**src/rtl/als_spi_reader_if.sv**
```systemverilog
//------------------------------------------------------------------------------
// Module      : als_spi_reader_if
// Description : SPI bus between the receive master and the serial device.
// Revision    : 1.0 - initial release
//------------------------------------------------------------------------------
`timescale 1ns/1ps
`default_nettype none

interface als_spi_reader_if;
  logic cs_n;
  logic sck;
  logic sdo;

  modport master (output cs_n, output sck, input sdo);
  modport slave  (input cs_n, input sck, output sdo);
endinterface

`default_nettype wire

```
**src/rtl/als_spi_reader.sv**
```systemverilog
//------------------------------------------------------------------------------
// Module      : als_spi_reader
// Description : SPI mode-3 receive master; divided SCK, framed by CS, extracts
//               a data window per frame, single-shot or continuous.
// Revision    : 1.0 - initial release
//------------------------------------------------------------------------------
`timescale 1ns/1ps
`default_nettype none

module als_spi_reader #(
  parameter int CLK_DIV    = 4,
  parameter int FRAME_BITS = 16,
  parameter int LEAD_BITS  = 3,
  parameter int DATA_W     = 8,
  parameter int GAP_CYCLES = 4,
  parameter int MSB_FIRST  = 1
) (
  input  logic              clk,
  input  logic              rst_n,
  input  logic              start,
  input  logic              continuous,
  als_spi_reader_if.master  spi,
  output logic [DATA_W-1:0] data,
  output logic              data_valid,
  output logic              busy
);

  localparam logic [2:0] S_IDLE  = 3'd0;
  localparam logic [2:0] S_SETUP = 3'd1;
  localparam logic [2:0] S_SHIFT = 3'd2;
  localparam logic [2:0] S_DONE  = 3'd3;
  localparam logic [2:0] S_GAP   = 3'd4;

  localparam int c_CNT_MAX    = (CLK_DIV > GAP_CYCLES) ? CLK_DIV : GAP_CYCLES;
  localparam int c_CNT_W      = (c_CNT_MAX > 1) ? $clog2(c_CNT_MAX) : 1;
  localparam int c_BIT_W      = (FRAME_BITS > 1) ? $clog2(FRAME_BITS) : 1;
  localparam int c_GAP_LAST_I = (GAP_CYCLES > 1) ? GAP_CYCLES - 2 : 0;

  localparam logic [c_CNT_W-1:0] c_DIV_LAST = c_CNT_W'(CLK_DIV - 1);
  localparam logic [c_CNT_W-1:0] c_GAP_LAST = c_CNT_W'(c_GAP_LAST_I);
  localparam logic [c_BIT_W-1:0] c_BIT_LAST = c_BIT_W'(FRAME_BITS - 1);
  localparam logic [c_BIT_W:0]   c_WIN_LO   = (c_BIT_W + 1)'(LEAD_BITS);
  localparam logic [c_BIT_W:0]   c_WIN_N    = (c_BIT_W + 1)'(DATA_W);

  logic [2:0]         r_state, w_state_nxt;
  logic [c_CNT_W-1:0] r_cnt, w_cnt_nxt;
  logic [c_BIT_W-1:0] r_bit, w_bit_nxt;
  logic               r_half, w_half_nxt;
  logic               w_shift_en;
  logic [DATA_W-1:0]  r_shreg, w_shreg_shifted;
  logic [DATA_W-1:0]  r_data;
  logic               r_cs_n, r_sck, r_valid, r_busy;
  logic               w_cs_n_nxt, w_sck_nxt, w_valid_nxt, w_busy_nxt, w_load;
  logic [c_BIT_W:0]   w_win_off;
  logic               w_in_win;

  // Offset is one bit wider so bits before the window wrap to a large value.
  assign w_win_off = {1'b0, r_bit} - c_WIN_LO;
  assign w_in_win  = (w_win_off < c_WIN_N);

  generate
    if (DATA_W == 1) begin : g_shift_1
      assign w_shreg_shifted = spi.sdo;
    end else if (MSB_FIRST != 0) begin : g_shift_msb
      assign w_shreg_shifted = {r_shreg[DATA_W-2:0], spi.sdo};
    end else begin : g_shift_lsb
      assign w_shreg_shifted = {spi.sdo, r_shreg[DATA_W-1:1]};
    end
  endgenerate

  always_ff @(posedge clk or negedge rst_n) begin
    if (!rst_n) begin
      r_state <= S_IDLE;
      r_cnt   <= '0;
      r_bit   <= '0;
      r_half  <= 1'b0;
      r_shreg <= '0;
      r_data  <= '0;
      r_cs_n  <= 1'b1;
      r_sck   <= 1'b1;
      r_valid <= 1'b0;
      r_busy  <= 1'b0;
    end else begin
      r_state <= w_state_nxt;
      r_cnt   <= w_cnt_nxt;
      r_bit   <= w_bit_nxt;
      r_half  <= w_half_nxt;
      r_cs_n  <= w_cs_n_nxt;
      r_sck   <= w_sck_nxt;
      r_valid <= w_valid_nxt;
      r_busy  <= w_busy_nxt;
      if (w_shift_en) r_shreg <= w_shreg_shifted;
      if (w_load)     r_data  <= r_shreg;
    end
  end

  always_comb begin
    w_state_nxt = r_state;
    w_cnt_nxt   = r_cnt;
    w_bit_nxt   = r_bit;
    w_half_nxt  = r_half;
    w_shift_en  = 1'b0;
    case (r_state)
      S_IDLE: begin
        if (start || continuous) begin
          w_state_nxt = S_SETUP;
          w_cnt_nxt   = '0;
        end
      end
      S_SETUP: begin
        if (r_cnt == c_DIV_LAST) begin
          w_state_nxt = S_SHIFT;
          w_cnt_nxt   = '0;
          w_bit_nxt   = '0;
          w_half_nxt  = 1'b0;
        end else begin
          w_cnt_nxt = r_cnt + 1'b1;
        end
      end
      S_SHIFT: begin
        if (r_cnt == c_DIV_LAST) begin
          w_cnt_nxt = '0;
          if (!r_half) begin
            // This edge raises sck, so sdo is sampled here.
            w_half_nxt = 1'b1;
            w_shift_en = w_in_win;
          end else if (r_bit == c_BIT_LAST) begin
            w_state_nxt = S_DONE;
          end else begin
            w_half_nxt = 1'b0;
            w_bit_nxt  = r_bit + 1'b1;
          end
        end else begin
          w_cnt_nxt = r_cnt + 1'b1;
        end
      end
      S_DONE: begin
        w_cnt_nxt = '0;
        if (GAP_CYCLES > 1) w_state_nxt = S_GAP;
        else                w_state_nxt = continuous ? S_SETUP : S_IDLE;
      end
      S_GAP: begin
        if (r_cnt == c_GAP_LAST) begin
          w_cnt_nxt   = '0;
          w_state_nxt = continuous ? S_SETUP : S_IDLE;
        end else begin
          w_cnt_nxt = r_cnt + 1'b1;
        end
      end
      default: w_state_nxt = S_IDLE;
    endcase
  end

  // Outputs are decoded from the next state so they register on the same edge.
  always_comb begin
    w_cs_n_nxt  = !((w_state_nxt == S_SETUP) || (w_state_nxt == S_SHIFT));
    w_sck_nxt   = !((w_state_nxt == S_SHIFT) && !w_half_nxt);
    w_busy_nxt  = (w_state_nxt != S_IDLE);
    w_valid_nxt = (w_state_nxt == S_DONE);
    w_load      = (w_state_nxt == S_DONE);
  end

  assign spi.cs_n   = r_cs_n;
  assign spi.sck    = r_sck;
  assign data       = r_data;
  assign data_valid = r_valid;
  assign busy       = r_busy;

endmodule

`default_nettype wire

```
**src/flat_wrapper.sv**
```systemverilog
// flat-port wrapper written by rule: the top's interface ports become plain ports
module als_spi_reader_flat 
#(
  parameter int CLK_DIV    = 4,
  parameter int FRAME_BITS = 16,
  parameter int LEAD_BITS  = 3,
  parameter int DATA_W     = 8,
  parameter int GAP_CYCLES = 4,
  parameter int MSB_FIRST  = 1
)
  (clk, rst_n, start, continuous, data, data_valid, busy, spi_cs_n, spi_sck, spi_sdo);
  als_spi_reader_if spi_i ();
  input  logic clk;
  input  logic rst_n;
  input  logic start;
  input  logic continuous;
  output logic [DATA_W-1:0] data;
  output logic data_valid;
  output logic busy;
  output wire logic [$bits(spi_i.cs_n)-1:0] spi_cs_n;
  output wire logic [$bits(spi_i.sck)-1:0] spi_sck;
  input wire logic [$bits(spi_i.sdo)-1:0] spi_sdo;
  assign spi_cs_n = spi_i.cs_n;
  assign spi_sck = spi_i.sck;
  assign spi_i.sdo = spi_sdo;
  als_spi_reader #(.CLK_DIV(CLK_DIV), .FRAME_BITS(FRAME_BITS), .LEAD_BITS(LEAD_BITS), .DATA_W(DATA_W), .GAP_CYCLES(GAP_CYCLES), .MSB_FIRST(MSB_FIRST)) u_core (.clk(clk), .rst_n(rst_n), .start(start), .continuous(continuous), .spi(spi_i), .data(data), .data_valid(data_valid), .busy(busy));
endmodule
```
**config.mk**
```make
export PLATFORM = sky130hd
export DESIGN_NAME = als_spi_reader_flat
export DESIGN_NICKNAME = d
export VERILOG_FILES = /design/src/rtl/als_spi_reader_if.sv /design/src/rtl/als_spi_reader.sv /design/src/flat_wrapper.sv
export SDC_FILE = /design/constraint.sdc
export NUM_CORES = 1
export LEC_CHECK = 0
export CAP_MARGIN = 10
export CORE_MARGIN = 2
export CORE_UTILIZATION = 59
export DETAILED_ROUTE_END_ITERATION = 7
export PLACE_DENSITY_LB_ADDON = 0.12
export SLEW_MARGIN = 30
export SYNTH_ARGS = -nofsm -noshare
export SYNTH_HDL_FRONTEND = slang
export SYNTH_SLANG_ARGS = --single-unit
```
**constraint.sdc**
```tcl
create_clock -name clk -period 5.26 [get_ports clk]
set_input_delay 1.052 -clock clk [delete_from_list [all_inputs] [get_ports clk]]
set_output_delay 1.052 -clock clk [all_outputs]
set_load 0.02 [all_outputs]
```
==> results of run 1 <==
-- kinds of logic after synthesis --
family	after synthesis	synth area share [%]
buffers and inverters	13	3.636
and+or+nand+nor	40	18.18
adders and majority gates	5	3.953
DFF	30	47.59
AOI/OAI and AO/OA	29	14.63
muxes	17	12.02
-- sequential cells by signal (all words and copies together), names as in the netlist --
name,flops
u_core.spi.cs_n,1
u_core.r_state,3
u_core.data_valid,1
u_core.r_bit,4
u_core.busy,1
u_core.r_shreg,8
u_core.data,8
u_core.r_cnt,2
u_core.spi.sck,1
u_core.r_half,1
-- layer usage --
| metal | track usage, % | up-vias |
|---|---|---|
| li1 | - | 540 |
| met1 | 27.27 | 542 |
| met2 | 31.29 | 35 |
| met3 | 7.907 | 8 |
| met4 | 10.10 | 0 |
| met5 | 0 | - |
-- power by group through the flow --
stage / Sequential [uW] / Clock (uW) / Combinational, uW
global placement: 237 / 0 / 10.4
floorplan: 237 / 0 / 1.76
detailed placement: 237 / 0 / 10.6
CTS: 233 / 186 / 10.7
finish: 233 / 178 / 10.4
global route: 233 / 197 / 11.7
-- worst paths after layout --
path | slack (ns) | to | cells past startpoint | from
max | 2.73 | spi_cs_n | 1 | u_core.spi.cs_n$_DFF_PN1_
min | 0.51 | u_core.data[3]$_DFFE_PN0N_ | 1 | u_core.data[3]$_DFFE_PN0N_
max reg2reg | 3.02 | u_core.r_shreg[1]$_DFFE_PN0P_ | 4 | u_core.r_cnt[0]$_DFFE_PN0P_
min reg2reg | 0.51 | u_core.data[3]$_DFFE_PN0N_ | 1 | u_core.data[3]$_DFFE_PN0N_
max in group asynchronous | 3.85 | u_core.spi.sck$_DFF_PN1_ | 2 | rst_n
min in group asynchronous | 1.10 | u_core.r_shreg[7]$_DFFE_PN0P_ | 2 | rst_n
-- stage by stage --
step | setup WS (ns) | cells | cell area [um2] | total power (uW) | hold slack [ns]
after CTS | 2.702 | 180 | 1823 | 428.9 | 0.5168
final | 2.729 | 180 | 1823 | 421.2 | 0.5099
after detailed placement | 2.996 | 172 | 1745 | 247.7 | 0.4938
after floorplan | 3.423 | 134 | 1583 | 238.5 | 0.4710
after global routing | 2.673 | 180 | 1823 | 441.9 | 0.5381
after global placement | 3.045 | 172 | 1745 | 247.5 | 0.4876
-- cell type report --
type                            count  area (um2)
Sequential cell                    30       753.2
Inverter                            4       15.01
Timing Repair Buffer               17       167.7
Multi-Input combinational cell     91       772.0
Clock inverter                      3       40.04
Tap cell                           30       37.54
Fill cell                         180       676.9
Clock buffer                        5       37.54
-- cell usage in the layout (no fill, tap or decap), drive strengths merged, types with 2 or more instances in the layout --
cell type,Yosys,routed
dfrtp,28,28
clkdlybuf4s50,0,16
mux2,16,16
a21oi,5,5
nor3,5,5
ha,5,5
clkbuf,7,5
inv,4,4
nand2,4,4
nor2,4,4
nor2b,3,3
nand3b,3,3
o21ai,3,3
o21a,3,3
nand4,3,3
nand3,2,2
nand2b,2,2
a21boi,2,2
a22oi,2,2
and4b,2,2
nor4b,2,2
nor3b,2,2
clkinv,0,2
dfstp,2,2
-- Yosys cell counts (2+ instances only) --
library cell,number
nor4b_1,2
mux2_2,15
a21oi_1,5
nand3_1,2
nand2_1,4
o21ai_0,3
nor3b_1,2
dfrtp_1,28
nand2b_1,2
and4b_1,2
inv_1,4
dfstp_2,2
a22oi_1,2
o21a_1,3
a21boi_0,2
nand4_1,2
nor3_1,5
nand3b_1,3
nor2b_1,3
clkbuf_1,7
ha_1,5
nor2_1,4
==> impl_results.md, run 1 <==
- CTS Buffer Depth: 2
- Mapped Cells: between 100 and 150
- Post-layout util: approximately 73%
- Setup CP Type: reg2out
- Fraction of registers with async set/reset: between 90% and 100%
- Slowest stage delay, CP: around 0.62 ns
- Switching Fraction: roughly a fifth
- Setup Fix Bufs, Post-CTS: 0
- GR Overflow Total: 0
- Register area share after synthesis: 47.59%
- Placed wire-length estimate: approximately 1900 um
- Post-synth EDFFs: 0
- Seq pwr share: 55.2%
- CP delay by family, top: buffers and inverters
- Max Fclk: around 400 MHz
- Met3 wire len: around 160 um
- # IOs: 17
- Setup TNS: 0 ns
- Layout net count: about 160
- Die X: about 56 um
- TritonCTS buffer count: 5
- Post-route minimum period: 2.531 ns
- Peak VDD IR: around 0.22 mV
- Die area: about 3100 um2
- Area share of the largest cell type after synthesis: ~44%
- Max-slew headroom: about 55%
- Cell area power density: ~230 nW/um2
- Cell row count: 18
- Worst Path Max Fanout: 1
- CTS tree: built
- Combinational share of power: about 2.5%
- DR top layer: met4
- Synth Cell Area: 1583 um2
- Area growth syn-to-layout: 15.18%
- Worst-Margin Slew: between 0.6 and 0.7 ns
- Pre-antenna DRT Iters: 4
- Slowest cell on crit path: clkdlybuf4s50_1
- Switch Pwr: ~87 uW
- Diodes inserted: 0
- Cell accounting for the most synthesized area: dfrtp_1
- Skew final: 0.006751 ns
- WP buf/inv: 1
- Final WL: 2816 um
- Largest net degree at the start of global routing: 31
- Post-synth cell types: 49
- ANT nets after route: 0
- Share of layout cells above drive strength 1: around a fifth
- Core area: about 2500 um2
- Post-synth net total: ~140
- First-pass GRT wire length: ~5100 um
- CP startpoint kind: flip-flop
- RSZ-0062 raised after global routing: false
- Avg Cell Area, Syn: roughly 12 um2
- Initial Utilization: a little over three fifths
- Clock Power Share: between 40% and 50%
- Residual DRC: 0
- CP Cell Sequence: clkdlybuf4s50_1
- Ys Warns: 0
- Final worst-path cycle share: between 40% and 50%
- Met2 wire length: between 1000 and 1500 um
- M1 wire length: ~1200 um
- HP Class: reg2reg
- Final setup fails: 0
- Worst skew pair latency: around 0.33 ns
- Hold_buf cts: 0
- Final Max Tran Viols: 0
- Data arrival time of the worst path: roughly 1.5 ns
- Number of gates resized after CTS: 0
- Max_cap viols: 0
- CTS clk-pin slew, worst paths: approximately 0.10 ns
- Fin. Hold Viols: 0
- Clock Sinks: 30
- Wire per inst: around 16 um
- Starting DRC count in detailed routing: 36
- GR Util All Layers: around a fifth
- Required time of the worst setup path: between 4 and 5 ns
- Die Span Y: between 50 and 60 um
- Critical Path End Type: output port
- Area contributors post-synth: dfrtp_1 44%, mux2_2 11%, ha_1 4.0%, dfstp_2 3.3%, a2111oi_4 1.7%
- H-tree depth: 2
- Internal power component: 334.4 uW
- Status: finished, final reports clean
- Initial antenna violation count: 0
- Number of global-route vias before repair: 1097
- Synth Flop Type: dfrtp_1
- Leak pwr: around 0.00078 uW
- #FFs+latches synth: 30
- Number of I/O port buffers: 16
- Placer Congestion: roughly 0.76
- Root Buffer: clkbuf_4
- Via count: between 1000 and 1500
- Post-DR vias/cell: 6.250
Power figures use the tool's default switching activity.
==> run 2, diff against run 1 <==
--- a/config.mk
+++ b/config.mk
@@ -7,7 +7,7 @@
 export LEC_CHECK = 0
 export CAP_MARGIN = 10
 export CORE_MARGIN = 2
-export CORE_UTILIZATION = 59
+export CORE_UTILIZATION = 55
 export DETAILED_ROUTE_END_ITERATION = 7
 export PLACE_DENSITY_LB_ADDON = 0.12
 export SLEW_MARGIN = 30
==> constraint.sdc (replaced) <==
create_clock -name clk -period 2.6 [get_ports clk]
set_input_delay 0.52 -clock clk [delete_from_list [all_inputs] [get_ports clk]]
set_output_delay 0.52 -clock clk [all_outputs]
set_load 0.02 [all_outputs]
==> impl_results.md, run 2 (same netlist as run 1, synthesis figures left out) <==
- Status: finished, final reports clean
- Leak pwr: slightly below 0.0008 uW
- Placed wire-length estimate: 2013 um
- Root Buffer: clkbuf_4
- Number of I/O port buffers: 16
- Number of global-route vias before repair: 1096
- Required time of the worst setup path: about 2.8 ns
- Peak VDD IR: a little over 0.4 mV
- Via count: between 1000 and 1500
- Combinational share of power: 2.7%
- Final worst-path cycle share: about 80%
- CP startpoint kind: flip-flop
- Internal power component: roughly 600 uW
- Switch Pwr: between 150 and 200 uW
- First-pass GRT wire length: about 5000 um
- Cell row count: 19
- Pre-antenna DRT Iters: 4
- Hold_buf cts: 0
- Max_cap viols: 0
- Area growth syn-to-layout: 15.81%
- Initial Utilization: slightly below 60%
- Final setup fails: 0
- Switching Fraction: 22.54%
- Die Span Y: 57.65 um
- WP buf/inv: 0
- Clock Power Share: a little under two fifths
- ANT nets after route: 0
- Placed cells: 176
- Setup TNS: 0 ns
- Slowest stage delay, CP: roughly 0.73 ns
- CTS Buffer Depth: 2
- Seq pwr share: 60.0%
- Largest net degree at the start of global routing: 31
- Starting DRC count in detailed routing: 29
- Layout net count: ~160
- Worst skew pair latency: around 0.33 ns
- Clock Sinks: 30
- Layout fillers: roughly 210
- Seq. cell area: 753.2 um2
- Number of gates resized after CTS: 0
- Final WL: approximately 2900 um
- Fin Hold WS: ~0.51 ns
- Setup Fix Bufs, Post-CTS: 0
- CP Cell Sequence: nand4bb_4 -> a2111oi_4 -> mux2_2
- GR Util All Layers: 20.07%
- CTS clk-pin slew, worst paths: around 0.09 ns
- Max-slew headroom: between 50% and 60%
- H-tree depth: 2
- Post-route minimum period: just over 2 ns
- Core area: between 2000 and 3000 um2
- GR Overflow Total: 0
- Cell area power density: around 430 nW/um2
- RSZ-0062 raised after global routing: false
- Residual DRC: 0
- Skew final: about 0.0076 ns
- Initial antenna violation count: 0
- Slowest cell on crit path: dfrtp_1
- CP delay by family, top: flip-flops
- Die X: between 50 and 60 um
- TritonCTS buffer count: 5
- CTS tree: built
- Critical Path End Type: flip-flop
- Wire per inst: 15.83 um
- Max Fclk: between 400 and 500 MHz
- Die area: ~3300 um2
- Worst-Margin Slew: ~0.63 ns
- # IOs: 17
- Share of layout cells above drive strength 1: about 23%
- Setup CP Type: reg2reg
- Post-DR vias/cell: 6.027
- HP Class: reg2reg
- Final Max Tran Viols: 0
- Multi-input gate area in the final layout: slightly below 800 um2
- Data arrival time of the worst path: approximately 2.3 ns
- Final Non-Filler Cells: ~180
- Diodes inserted: 0
- Fin. Hold Viols: 0
- Worst Path Max Fanout: 20
- Most common cell after layout, fill and taps aside: dfrtp_1
- Leading cell types in the layout, fill and taps excluded: 28 x dfrtp_1, 16 x clkdlybuf4s50_1, 15 x mux2_2
- Placer Congestion: 0.7523
[run 2: cell types whose count changed in the layout (fill, tap and decap cells not counted)]
cell,delta
buf_4,+3
bufinv_16,-1
clkbuf_8,+1
clkinv_2,-1
clkinvlp_4,+1
[run 2: area by class of cell]
cell class,instances,share of cell area (%)
clock buffers,6,2.799
clock inverters,2,0.6826
inverters,4,0.8191
multi-input cells,91,42.12
flip-flops and latches,30,41.09
well taps,31,2.116
repair buffers,20,10.38
[run 2: final timing paths]
kind                                                   from                             to  slack [ns]  cells after the start
worst min-delay path             u_core.data[3]$_DFFE_PN0N_     u_core.data[3]$_DFFE_PN0N_        0.51                      1
max in group asynchronous                             rst_n      u_core.spi.cs_n$_DFF_PN1_        1.71                      2
worst max register to register  u_core.r_state[1]$_DFF_PN0_  u_core.r_shreg[1]$_DFFE_PN0P_        0.53                      3
worst max-delay path            u_core.r_state[1]$_DFF_PN0_  u_core.r_shreg[1]$_DFFE_PN0P_        0.53                      3
worst min register to register   u_core.data[3]$_DFFE_PN0N_     u_core.data[3]$_DFFE_PN0N_        0.51                      1
min in group asynchronous                             rst_n    u_core.data_valid$_DFF_PN0_        0.57                      2
[run 2: power groups by stage]
stage	clock network, uW	logic (uW)	registers (uW)
after detailed placement	0	21.8	479
final	293	20.9	470
after global routing	332	24.2	471
after global placement	0	20.9	479
after CTS	309	21.8	470
after floorplan	0	3.55	479
[run 2: per-stage QoR]
stage	area, um2	power (uW)	setup WS (ns)	util (%)
2_1_floorplan	1583	482.6	0.7628	-
3_3_place_gp	1769	500.2	0.6178	64.71
3_5_place_dp	1769	501.2	0.5243	64.71
4_1_cts	1833	800.7	0.5238	67.05
5_1_grt	1833	827.1	0.4135	67.05
6_report	1833	784.0	0.5270	67.05
[run 2: layer usage]
layer	vias up	wire length (um)	track usage, %	share of wire, %
met5	-	0	0	0
met4	0	54	8.638	1.9
met3	6	124	7.366	4.3
met2	24	1411	32.63	48
met1	537	1321	24.00	45
li1	542	-	-	-
